**src/rtl/sobel_frame_sched.sv**
```systemverilog
// ----------------------------------------------------------------------------
// sobel_frame_sched
//   Frame scheduler in front of a Sobel/move engine. It captures one frame of
//   IMAGE_WIDTH*IMAGE_HEIGHT pixels from a valid/ready stream into BRAM0,
//   launches the engine once it reports idle, waits for its done pulse, and
//   reports completion.
//
//   Optional build macro: SOBEL_SCHED_TIMEOUT_EN
//     Defined   -> a watchdog abandons PROC after TIMEOUT_CYCLES cycles without
//                  i_eng_done and raises o_err[1].
//     Undefined -> no watchdog, PROC waits indefinitely, o_err[1] is 0.
//
// Ports
//   clk, rst_n        clock, asynchronous active-low reset
//   i_start           arm one frame capture (honoured in IDLE only)
//   i_sobel_mode      engine mode, sampled together with i_start
//   s_valid/s_data/s_last/s_ready   pixel stream (accepted in FILL only)
//   b0_ce0/b0_we0/b0_addr0/b0_d0    BRAM0 write port, driven combinationally
//   o_en              one-cycle engine launch pulse
//   o_run/o_num_cnt   engine mode and frame size, valid while busy
//   i_eng_idle        engine idle
//   i_eng_done        engine done pulse (honoured in PROC only)
//   o_busy            scheduler not in IDLE
//   o_frame_done      one-cycle completion pulse
//   o_frame_cnt       completed frame count (wraps)
//   o_err             sticky errors: [0] frame length, [1] engine timeout
// ----------------------------------------------------------------------------
module sobel_frame_sched #(
    parameter int DATA_WIDTH     = 8,
    parameter int ADDR_WIDTH     = 16,
    parameter int IMAGE_WIDTH    = 5,
    parameter int IMAGE_HEIGHT   = 5,
    parameter int TIMEOUT_CYCLES = 1024
) (
    input  logic                  clk,
    input  logic                  rst_n,
    input  logic                  i_start,
    input  logic                  i_sobel_mode,
    input  logic                  s_valid,
    input  logic [DATA_WIDTH-1:0] s_data,
    input  logic                  s_last,
    output logic                  s_ready,
    output logic                  b0_ce0,
    output logic                  b0_we0,
    output logic [ADDR_WIDTH-1:0] b0_addr0,
    output logic [DATA_WIDTH-1:0] b0_d0,
    output logic                  o_en,
    output logic                  o_run,
    output logic [ADDR_WIDTH-1:0] o_num_cnt,
    input  logic                  i_eng_idle,
    input  logic                  i_eng_done,
    output logic                  o_busy,
    output logic                  o_frame_done,
    output logic [15:0]           o_frame_cnt,
    output logic [1:0]            o_err
);

    localparam int FRAME_N = IMAGE_WIDTH * IMAGE_HEIGHT;

    localparam logic [2:0] IDLE   = 3'd0;
    localparam logic [2:0] FILL   = 3'd1;
    localparam logic [2:0] LAUNCH = 3'd2;
    localparam logic [2:0] PROC   = 3'd3;
    localparam logic [2:0] DONE   = 3'd4;

    logic [2:0]            state;
    logic [2:0]            state_nx;
    logic                  mode_q;
    logic [ADDR_WIDTH-1:0] pix_cnt;
    logic [15:0]           frame_cnt;
    logic                  err_len;
    logic                  err_to;
    logic                  start_ok;
    logic                  accept;
    logic                  last_slot;
    logic                  to_hit;

    assign start_ok  = (state == IDLE) && i_start;
    assign accept    = (state == FILL) && s_valid;
    assign last_slot = (pix_cnt == ADDR_WIDTH'(FRAME_N - 1));

`ifdef SOBEL_SCHED_TIMEOUT_EN
    localparam int WD_W = $clog2(TIMEOUT_CYCLES) + 1;
    logic [WD_W-1:0] wd_cnt;

    // wd_cnt holds the number of PROC cycles already elapsed; done wins a tie.
    assign to_hit = (state == PROC) && !i_eng_done &&
                    (wd_cnt == WD_W'(TIMEOUT_CYCLES - 1));

    always_ff @(posedge clk or negedge rst_n) begin
        if (!rst_n) begin
            wd_cnt <= '0;
            err_to <= 1'b0;
        end else begin
            wd_cnt <= (state == PROC) ? wd_cnt + 1'b1 : '0;
            if (start_ok)
                err_to <= 1'b0;
            else if (to_hit)
                err_to <= 1'b1;
        end
    end
`else
    assign to_hit = 1'b0;
    assign err_to = 1'b0;
`endif

    always_comb begin
        state_nx = state;
        case (state)
            IDLE:   if (i_start) state_nx = FILL;
            FILL: begin
                if (accept) begin
                    if (s_last && last_slot)
                        state_nx = LAUNCH;
                    else if (s_last || last_slot)
                        state_nx = IDLE;
                end
            end
            LAUNCH: if (i_eng_idle) state_nx = PROC;
            PROC: begin
                if (i_eng_done)
                    state_nx = DONE;
                else if (to_hit)
                    state_nx = IDLE;
            end
            DONE:   state_nx = IDLE;
            default: state_nx = IDLE;
        endcase
    end

    always_ff @(posedge clk or negedge rst_n) begin
        if (!rst_n) begin
            state     <= IDLE;
            mode_q    <= 1'b0;
            pix_cnt   <= '0;
            frame_cnt <= '0;
            err_len   <= 1'b0;
        end else begin
            state <= state_nx;
            if (start_ok) begin
                mode_q  <= i_sobel_mode;
                pix_cnt <= '0;
                err_len <= 1'b0;
            end else if (accept) begin
                pix_cnt <= pix_cnt + 1'b1;
                // Early s_last or a missing s_last on the final slot.
                if (s_last != last_slot)
                    err_len <= 1'b1;
            end
            if (state == DONE)
                frame_cnt <= frame_cnt + 1'b1;
        end
    end

    assign s_ready      = (state == FILL);
    assign b0_ce0       = accept;
    assign b0_we0       = accept;
    assign b0_addr0     = accept ? pix_cnt : '0;
    assign b0_d0        = accept ? s_data : '0;
    assign o_en         = (state == LAUNCH) && i_eng_idle;
    assign o_busy       = (state != IDLE);
    assign o_run        = o_busy && mode_q;
    assign o_num_cnt    = o_busy ? ADDR_WIDTH'(FRAME_N) : '0;
    assign o_frame_done = (state == DONE);
    assign o_frame_cnt  = frame_cnt;
    assign o_err        = {err_to, err_len};

endmodule

```
**config.mk**
```make
export PLATFORM = sky130hd
export DESIGN_NAME = sobel_frame_sched
export DESIGN_NICKNAME = d
export VERILOG_FILES = /design/src/rtl/sobel_frame_sched.sv
export SDC_FILE = /design/constraint.sdc
export NUM_CORES = 1
export LEC_CHECK = 0
export ABC_AREA = 1
export BUFFER_PORTS_ARGS = -buffer_cell sky130_fd_sc_hd__buf_4
export CORE_AREA = 2 2 85 87
export DETAILED_ROUTE_END_ITERATION = 6
export DIE_AREA = 0 0 87 89
export PLACE_DENSITY_LB_ADDON = 0.05
export SLEW_MARGIN = 10
export SYNTH_ARGS = -nofsm -noshare
export SYNTH_HDL_FRONTEND = slang
export SYNTH_SLANG_ARGS = --single-unit
```
**constraint.sdc**
```tcl
create_clock -name clk -period 2.67 [get_ports clk]
set_input_delay 0.4005 -clock clk [delete_from_list [all_inputs] [get_ports clk]]
set_output_delay 0.4005 -clock clk [all_outputs]
set_load 0.01 [all_outputs]
```
# == Word level (Yosys, flattened, before mapping) ==
# Cells that the tools add are included.
# totals
word_cells,45
latchBits,0
in_bits,16
out_inout_bits,65
romBits,0
ff_bits,37
ramBits,0
memories,0
# op_classes
multipliers,0
div_mod_pow,0
bitwise,0
n_mux,15
n_eq_ne,11
order_cmp,0
shift,0
addsub,2
reduce_logical,12
# ops
op,count
16-bit 2-to-1 mux,3
"16-bit by 1-bit adder with 16-bit output, second input constant",2
3-bit 2-to-1 mux,6
"16-bit by 5-bit == test with 1-bit output, second input constant",1
3-bit one-hot mux with 4 select lines,1
8-bit 2-to-1 mux,1
"3-bit by 2-bit == test with 1-bit output, second input constant",2
"2-bit != test, second input constant",3
1-bit logical AND,5
5-bit 2-to-1 mux,1
5-bit AND reduction,1
2-bit nonzero test,2
"3-bit by 1-bit == test with 1-bit output, second input constant",1
"3-bit == test, second input constant",1
3-bit logical NOT,1
1-bit 2-to-1 mux,3
"3-bit by 1-bit != test with 1-bit output, second input constant",1
3-bit nonzero test,1
"2-bit by 1-bit != test with 1-bit output, second input constant",1
2-bit AND reduction,1
1-bit logical OR,1
1-bit != test,1

# == Longest topological paths before layout ==
# Gate-level depths: netlist (run 1).
# depth
depth_word,6
ltp_mapped,13
mapped_depth_nobuf,13

# == Least setup slack after synthesis (run 1) ==
# OpenSTA, ideal clock, no wires.
# synth_path
path_kind,reg-to-output
startpoint,register state[1]
endpoint,output b0_addr0[10]
setup_slack_ns,1.083
n_path_buf,2
required_ns,2.270
arrival_time_ns,1.187
stages_incl_launch_ff,6
cell_sequence,dfrtp_1 inv_2 nand4_1 buf_2 buf_2 nor2_1
# synth_via
elab_chain_cells,3
# synth_rtl
item,line,text
from (decl),66,logic [2:0] state;
from (signal assigned),139,state <= state_nx;
3-bit by 1-bit == test with 1-bit output,79,assign accept = (state == FILL) && s_valid;
1-bit logical AND,79,
16-bit 2-to-1 mux,158,assign b0_addr0 = accept ? pix_cnt : '0;
to (decl),45,"output logic [ADDR_WIDTH-1:0] b0_addr0,"
# No other way between the ends.

# == Worst setup path in the final report (run 1) ==
# layout_path
startpoint,register state[1]
endpoint,output b0_ce0
# layout_via
elab_chain_cells,2
# layout_rtl
item,line,text
3-bit by 1-bit == test with 1-bit output,79,
1-bit logical AND,79,
to (decl),43,"output logic b0_ce0,"
# No other way between the ends.

==> flow_summary.toml, run 1 <==
[status]
status = "complete, no violations"

[setup_path]
cp-start-kind = "register"
r2r_slack_ns = 1.00
slowest_stage = "nor2_2"
crit_type = "register to output pin"
end_kind = "output pin"
crit_chain = "inv_2 > nand3_1 > nor2_2 > buf_4"
arrival_ns = 1.68
critPathBufInv = 2
crit_family = "simple AND/OR/NAND/NOR gates"
reg2regPathDepth = 7
worst-path-stages = 4
r2r_start = "state[1]"
setup.worst_path.start = "state[1]"
slowest_delay_ns = 0.48
cp-endpoint = "b0_ce0"
path_max_fanout = 13
cp.required_ns = 2.27
rr_endpoint = "pix_cnt[10]"

[placed_design]
post-place-ws_ns = 0.9369
port_buffers = 66
hpwl_mm = 4.193
gp_congestion = 0.8658
post-place-cells = 479

[floorplanning]
start_util_pct = 35.27
io_pins = 81
rows = 30
dieArea_sq_um = 7743
die_w_microns = 87
chipHeight_microns = 89
core_sq_um = 6719

[clock_network]
root_buffer = "clkbuf_8"
htreeDepth = 2
cts_buffers = 5
cts_tree = "yes"
post_cts_buffers = 0
cts_buffer_depth = 2
hold_buffers = 0
clock_latency_ns = 0.29
path_clk_slew_ns = 0.08
cts-resized-gates = 0
clock-sinks = 37

[routing]
drt_iter0_markers = 139
avgRoutedWirePerCell_microns = 11.54
drt_wl_total_mm = 5.622
viasPerCell = 4.517
vias = 2200
drtPass1Iterations = 6
wl_met1_mm = 2.956
drtAntennaViolNets = 0
wl_met2_mm = 2.302
drc = 0
highest_layer = "met4"
wl_met3_microns = 296

[sta]
layout_setup_ws_ns = 0.5944
setup_violations = 0
finalCritPeriodShare_pct = 77.74
hold_viol = 0
clock.fmax_mhz = 481.8
worst_pin_slew_ns = 0.5835
max-slew-margin-rel_pct = 61.06
fin_crit_ns = 2.076
tns_ns = 0
clock-skew-final_ns = 0.004821
rsz0062_at_grt = "false"
slew_violations = 0

[synthesis]
synth_top_area_cell = "dfrtp_1"
synth.area.top_cells = "dfrtp_1 39%, nand2_1 11%, nor2_1 11%"
yosysWarnings = 0
netlist.area_leader.share_pct = 39.07
ys_ff_latch = 37
syn_inst = 342
syn_area_per_cell_sq_um = 6.929
yosysUniqueCellTypes = 23
ys_seq_area_share_pct = 39.07
netlist_area_sq_um = 2370

[global_route]
grt_pass1_vias = 1899
grt_max_degree = 38
grt_pass1_wl_mm = 9.108
antenna_found_initial = 0
grt_use_total_pct = 14.98
grt_overflow = 0

[power]
combPwrFrac_pct = 33.6
p_int_mw = 1.043
p_leak_nw = 1.655
swShare_pct = 36.05
ir_drop_uv = 172.7
seqPwrFrac_pct = 40.0
clkPwrFrac_pct = 26.4
p_sw_mw = 0.5877
pwr_density_cell_nw_per_um2 = 551.6

[layout]
n_antenna_cell = 0
final_nets = 427
drive_above_1_share_pct = 20.64
layoutNonFillerInstCount = 487
nFillCells = 738
area_growth_pct = 24.71

[hold_path]
worstHoldPathType = "primary input to async pin"

[run]
maxCapViolCount = 0
==> worst min-delay path by stage <==
stage,slack [ns],endpoint,cells past startpoint,startpoint
2_1_floorplan,0.10,err_len,0,rst_n
3_3_place_gp,0.41,pix_cnt[2],1,rst_n
4_1_cts,0.09,state[2],1,rst_n
3_5_place_dp,0.42,pix_cnt[0],1,rst_n
5_1_grt,0.1,pix_cnt[2],1,rst_n
6_report,0.07,pix_cnt[2],1,rst_n
==> layer usage <==
layer | up-vias | GRT usage [%]
met5 | - | 0
met4 | 0 | 4.261
met3 | 6 | 3.324
met2 | 65 | 22.28
met1 | 986 | 21.85
li1 | 1143 | -
==> metrics by stage <==
| step | area [sq um] | power, mW | hold WS (ns) | util [%] |
|---|---|---|---|---|
| 4_1_cts | 2955 | 1.650 | 0.09080 | 43.99 |
| 2_1_floorplan | 2419 | 1.033 | 0.1049 | - |
| 6_report | 2955 | 1.630 | 0.06620 | 43.99 |
| 5_1_grt | 2955 | 1.753 | 0.09681 | 43.99 |
| 3_3_place_gp | 2859 | 1.213 | 0.4084 | 42.55 |
| 3_5_place_dp | 2859 | 1.217 | 0.4159 | 42.55 |
==> worst register-to-register path, stage by stage, from the launching register on <==
cell     delay [ns]
dfrtp_1        0.43
inv_2          0.11
nand3_1        0.13
nor2_2         0.48
nand3_1        0.22
nand2_1        0.11
nand2_1        0.05
nor2_1         0.08
==> power groups by stage <==
| stage | Combinational, mW | Sequential [mW] | Clock, mW |
|---|---|---|---|
| 2_1_floorplan | 0.379 | 0.654 | 0 |
| 5_1_grt | 0.620 | 0.663 | 0.470 |
| 3_5_place_dp | 0.554 | 0.663 | 0 |
| 6_report | 0.547 | 0.653 | 0.430 |
| 3_3_place_gp | 0.553 | 0.661 | 0 |
| 4_1_cts | 0.556 | 0.652 | 0.442 |
==> placed cells by master (no fill, tap or decap), types with 2 or more instances in the layout <==
| cell | count |
|---|---|
| a21oi_1 | 8 |
| buf_4 | 68 |
| clkbuf_8 | 6 |
| conb_1 | 14 |
| dfrtp_1 | 37 |
| ha_1 | 5 |
| inv_1 | 56 |
| nand2_1 | 72 |
| nand2_2 | 2 |
| nand3_1 | 22 |
| nand4_1 | 11 |
| nor2_1 | 67 |
| nor2_2 | 4 |
| nor3_1 | 11 |
| o21ai_0 | 5 |
| xnor2_1 | 5 |
| xor2_1 | 6 |
==> final cells by class <==
type,count,area [sq um],share of cell area [%]
clock buffers,6,82.58,2.794
flip-flops and latches,37,925.9,31.33
multi-input cells,237,1109,37.51
well taps,80,100.1,3.387
inverters,57,214.0,7.240
clock inverters,2,13.76,0.4657
repair buffers,68,510.5,17.27
==> synthesized netlist by cell type <==
| cell type | number |
|---|---|
| dfrtp_1 | 37 |
| buf_2 | 4 |
| nand4_1 | 11 |
| a31oi_1 | 1 |
| xnor2_1 | 5 |
| a21boi_0 | 1 |
| nor3_1 | 11 |
| xor2_1 | 6 |
| nor4_1 | 1 |
| buf_4 | 20 |
| inv_1 | 56 |
| o21ai_0 | 5 |
| nand3_1 | 22 |
| nand2_2 | 2 |
| inv_2 | 1 |
| nor2_1 | 67 |
| nor2_4 | 1 |
| ha_1 | 5 |
| nand2_1 | 72 |
| nor2_2 | 4 |
| nand3b_1 | 1 |
| conb_1 | 1 |
| a21oi_1 | 8 |
==> logic make-up after synthesis <==
logic type / Yosys count / synth area share [%]
AOI/OAI and AO/OA: 15 / 3.326
xor gates and xnor gates: 11 / 4.065
adders and majority gates: 5 / 2.640
buffers and inverters: 81 / 16.21
DFF: 37 / 39.07
other: 1 / 0.1582
and+or+nand+nor: 192 / 34.53
==> registers in the layout, summed over array words and instances, names as in the netlist <==
signal	cells
o_frame_cnt	16
pix_cnt	16
state	3
err_len	1
mode_q	1
Note: power is estimated with default switching activity, not from simulation.
==> run 2, diff against run 1 <==
- clock period: 2.67 -> 2.2 ns (I/O delays scaled with it)
==> run 2 against run 1 <==
The flow now finishes with violations (hold timing). Register-to-register slack worse by 0.41 ns. Via count up 0.55%. Die area unchanged. First-iteration DRC count down 27%. Flip-flop and latch count unchanged. Setup slack worse by 0.30 ns. Critical path depth unchanged. Final area down 0.21%. Clock skew up 0.0027 ns. Utilization down 0.093 points. Sequential share of layout area up 0.066 points. Clock power up 6.7%.
==> flow_summary.toml, run 2 (synthesis gave the netlist of run 1 again) <==
[clock_network]
post_cts_buffers = 0
cts_tree = "yes"
cts_buffers = 5
htreeDepth = 2
root_buffer = "clkbuf_8"
cts-resized-gates = 0
cts_buffer_depth = 2
path_clk_slew_ns = 0.08
clock_latency_ns = 0.29
clock-sinks = 37
hold_buffers = 0

[sta]
clock-skew-final_ns = 0.007560
clock.fmax_mhz = 524.0
hold_slack_ns = -0.002944
fin_crit_ns = 1.908
setup_violations = 0
slew_violations = 0
finalCritPeriodShare_pct = 86.75
rsz0062_at_grt = "false"
tns_ns = 0
layout_setup_ws_ns = 0.2916
hold_viol = 2

[power]
clkPwrFrac_pct = 23.8
p_int_mw = 1.239
p_leak_nw = 1.654
swShare_pct = 35.69
combPwrFrac_pct = 35.1
p_sw_mw = 0.6873
ir_drop_uv = 236.2
fin_total_pwr_mw = 1.926
seqPwrFrac_pct = 41.1
pwr_density_cell_nw_per_um2 = 653.1

[layout]
drive_above_1_share_pct = 20.59
final_common_cell = "nand2_1"
layout_common_cells = "72 x nand2_1, 69 x buf_4, 67 x nor2_1"
n_antenna_cell = 0
final_nets = 428
area_growth_pct = 24.45
final_util_pct = 43.89
layoutNonFillerInstCount = 488

[setup_path]
slowest_stage = "dfrtp_1"
end_kind = "output pin"
cp.required_ns = 1.87
path_max_fanout = 11
crit_type = "register to output pin"
slowest_delay_ns = 0.43
arrival_ns = 1.58
crit_chain = "inv_2 > nand3_1 > nor2_2 > buf_4"
cp-start-kind = "register"

[global_route]
grt_max_degree = 38
grt_overflow = 0
antenna_found_initial = 0
grt_pass1_vias = 2015
grt_use_total_pct = 15.45
grt_pass1_wl_mm = 9.370

[routing]
drtAntennaViolNets = 0
avgRoutedWirePerCell_microns = 11.48
drt_wl_total_mm = 5.602
drc = 0
drtPass1Iterations = 4
vias = 2212
viasPerCell = 4.533
drt_iter0_markers = 101

[floorplanning]
io_pins = 81
rows = 30
start_util_pct = 35.27
core_sq_um = 6719
die_w_microns = 87
dieArea_sq_um = 7743
chipHeight_microns = 89

[status]
status = "complete, but fails checks"
violations = "hold timing"

[hold_path]
worstHoldPathType = "primary input to async pin"

[placed_design]
port_buffers = 66
hpwl_mm = 4.267
post-place-cells = 480
gp_congestion = 0.8632
post-place-ws_ns = 0.6025

[run]
maxCapViolCount = 0
==> run 2: cell types whose count changed in the layout (fill, tap and decap cells not counted), sizes merged <==
cell,previous run,this run
buf,68,69
==> run 2: final cells by class <==
cell class / instances / area [sq um]
tap: 80 / 100.1
clock buffer: 6 / 72.57
multi-input combinational: 237 / 1109
fill: 718 / 3770
inverter: 57 / 214.0
timing repair buffer: 69 / 518.0
sequential: 37 / 925.9
clock inverter: 2 / 10.01
==> run 2: final timing paths <==
path | from | to | slack, ns | cells past startpoint
worst min-delay path | rst_n | pix_cnt[0] | -0.003 | 1
max in group asynchronous | rst_n | o_frame_cnt[12] | 1.85 | 1
min in group clk | i_sobel_mode | mode_q | 0.25 | 3
worst max register to register | pix_cnt[0] | state[1] | 0.59 | 13
worst max-delay path | state[1] | b0_ce0 | 0.29 | 4
worst min register to register | o_frame_cnt[15] | o_frame_cnt[15] | 0.50 | 2
==> run 2: per-stage QoR <==
stage                     instance area, sq um  hold WS (ns)
after detailed placement                  2867        0.3338
after global routing                      2949       0.02821
after CTS                                 2949       0.02010
after global placement                    2867        0.3364
final                                     2949     -0.002944
after floorplan                           2419       0.03441
==> run 2: worst max-delay path: cells and delay by family (launching register included) <==
family / cells / cell delay (ns)
AND/OR/NAND/NOR: 2 / 0.55
buffers and inverters: 2 / 0.32
flip-flops: 1 / 0.43
==> run 2: metal layers <==
| metal | up-vias | track usage, % | share of wire (%) |
|---|---|---|---|
| met5 | - | 0 | 0 |
| met1 | 998 | 21.40 | 49 |
| met4 | 0 | 4.688 | 0.98 |
| met2 | 62 | 24.43 | 44 |
| met3 | 5 | 3.139 | 6.1 |
| li1 | 1147 | - | - |
==> run 2: power groups by stage <==
stage | Sequential (mW) | Clock [mW] | Combinational [mW]
4_1_cts | 0.791 | 0.485 | 0.685
2_1_floorplan | 0.794 | 0 | 0.460
3_3_place_gp | 0.803 | 0 | 0.679
3_5_place_dp | 0.804 | 0 | 0.682
5_1_grt | 0.804 | 0.517 | 0.761
6_report | 0.791 | 0.459 | 0.676
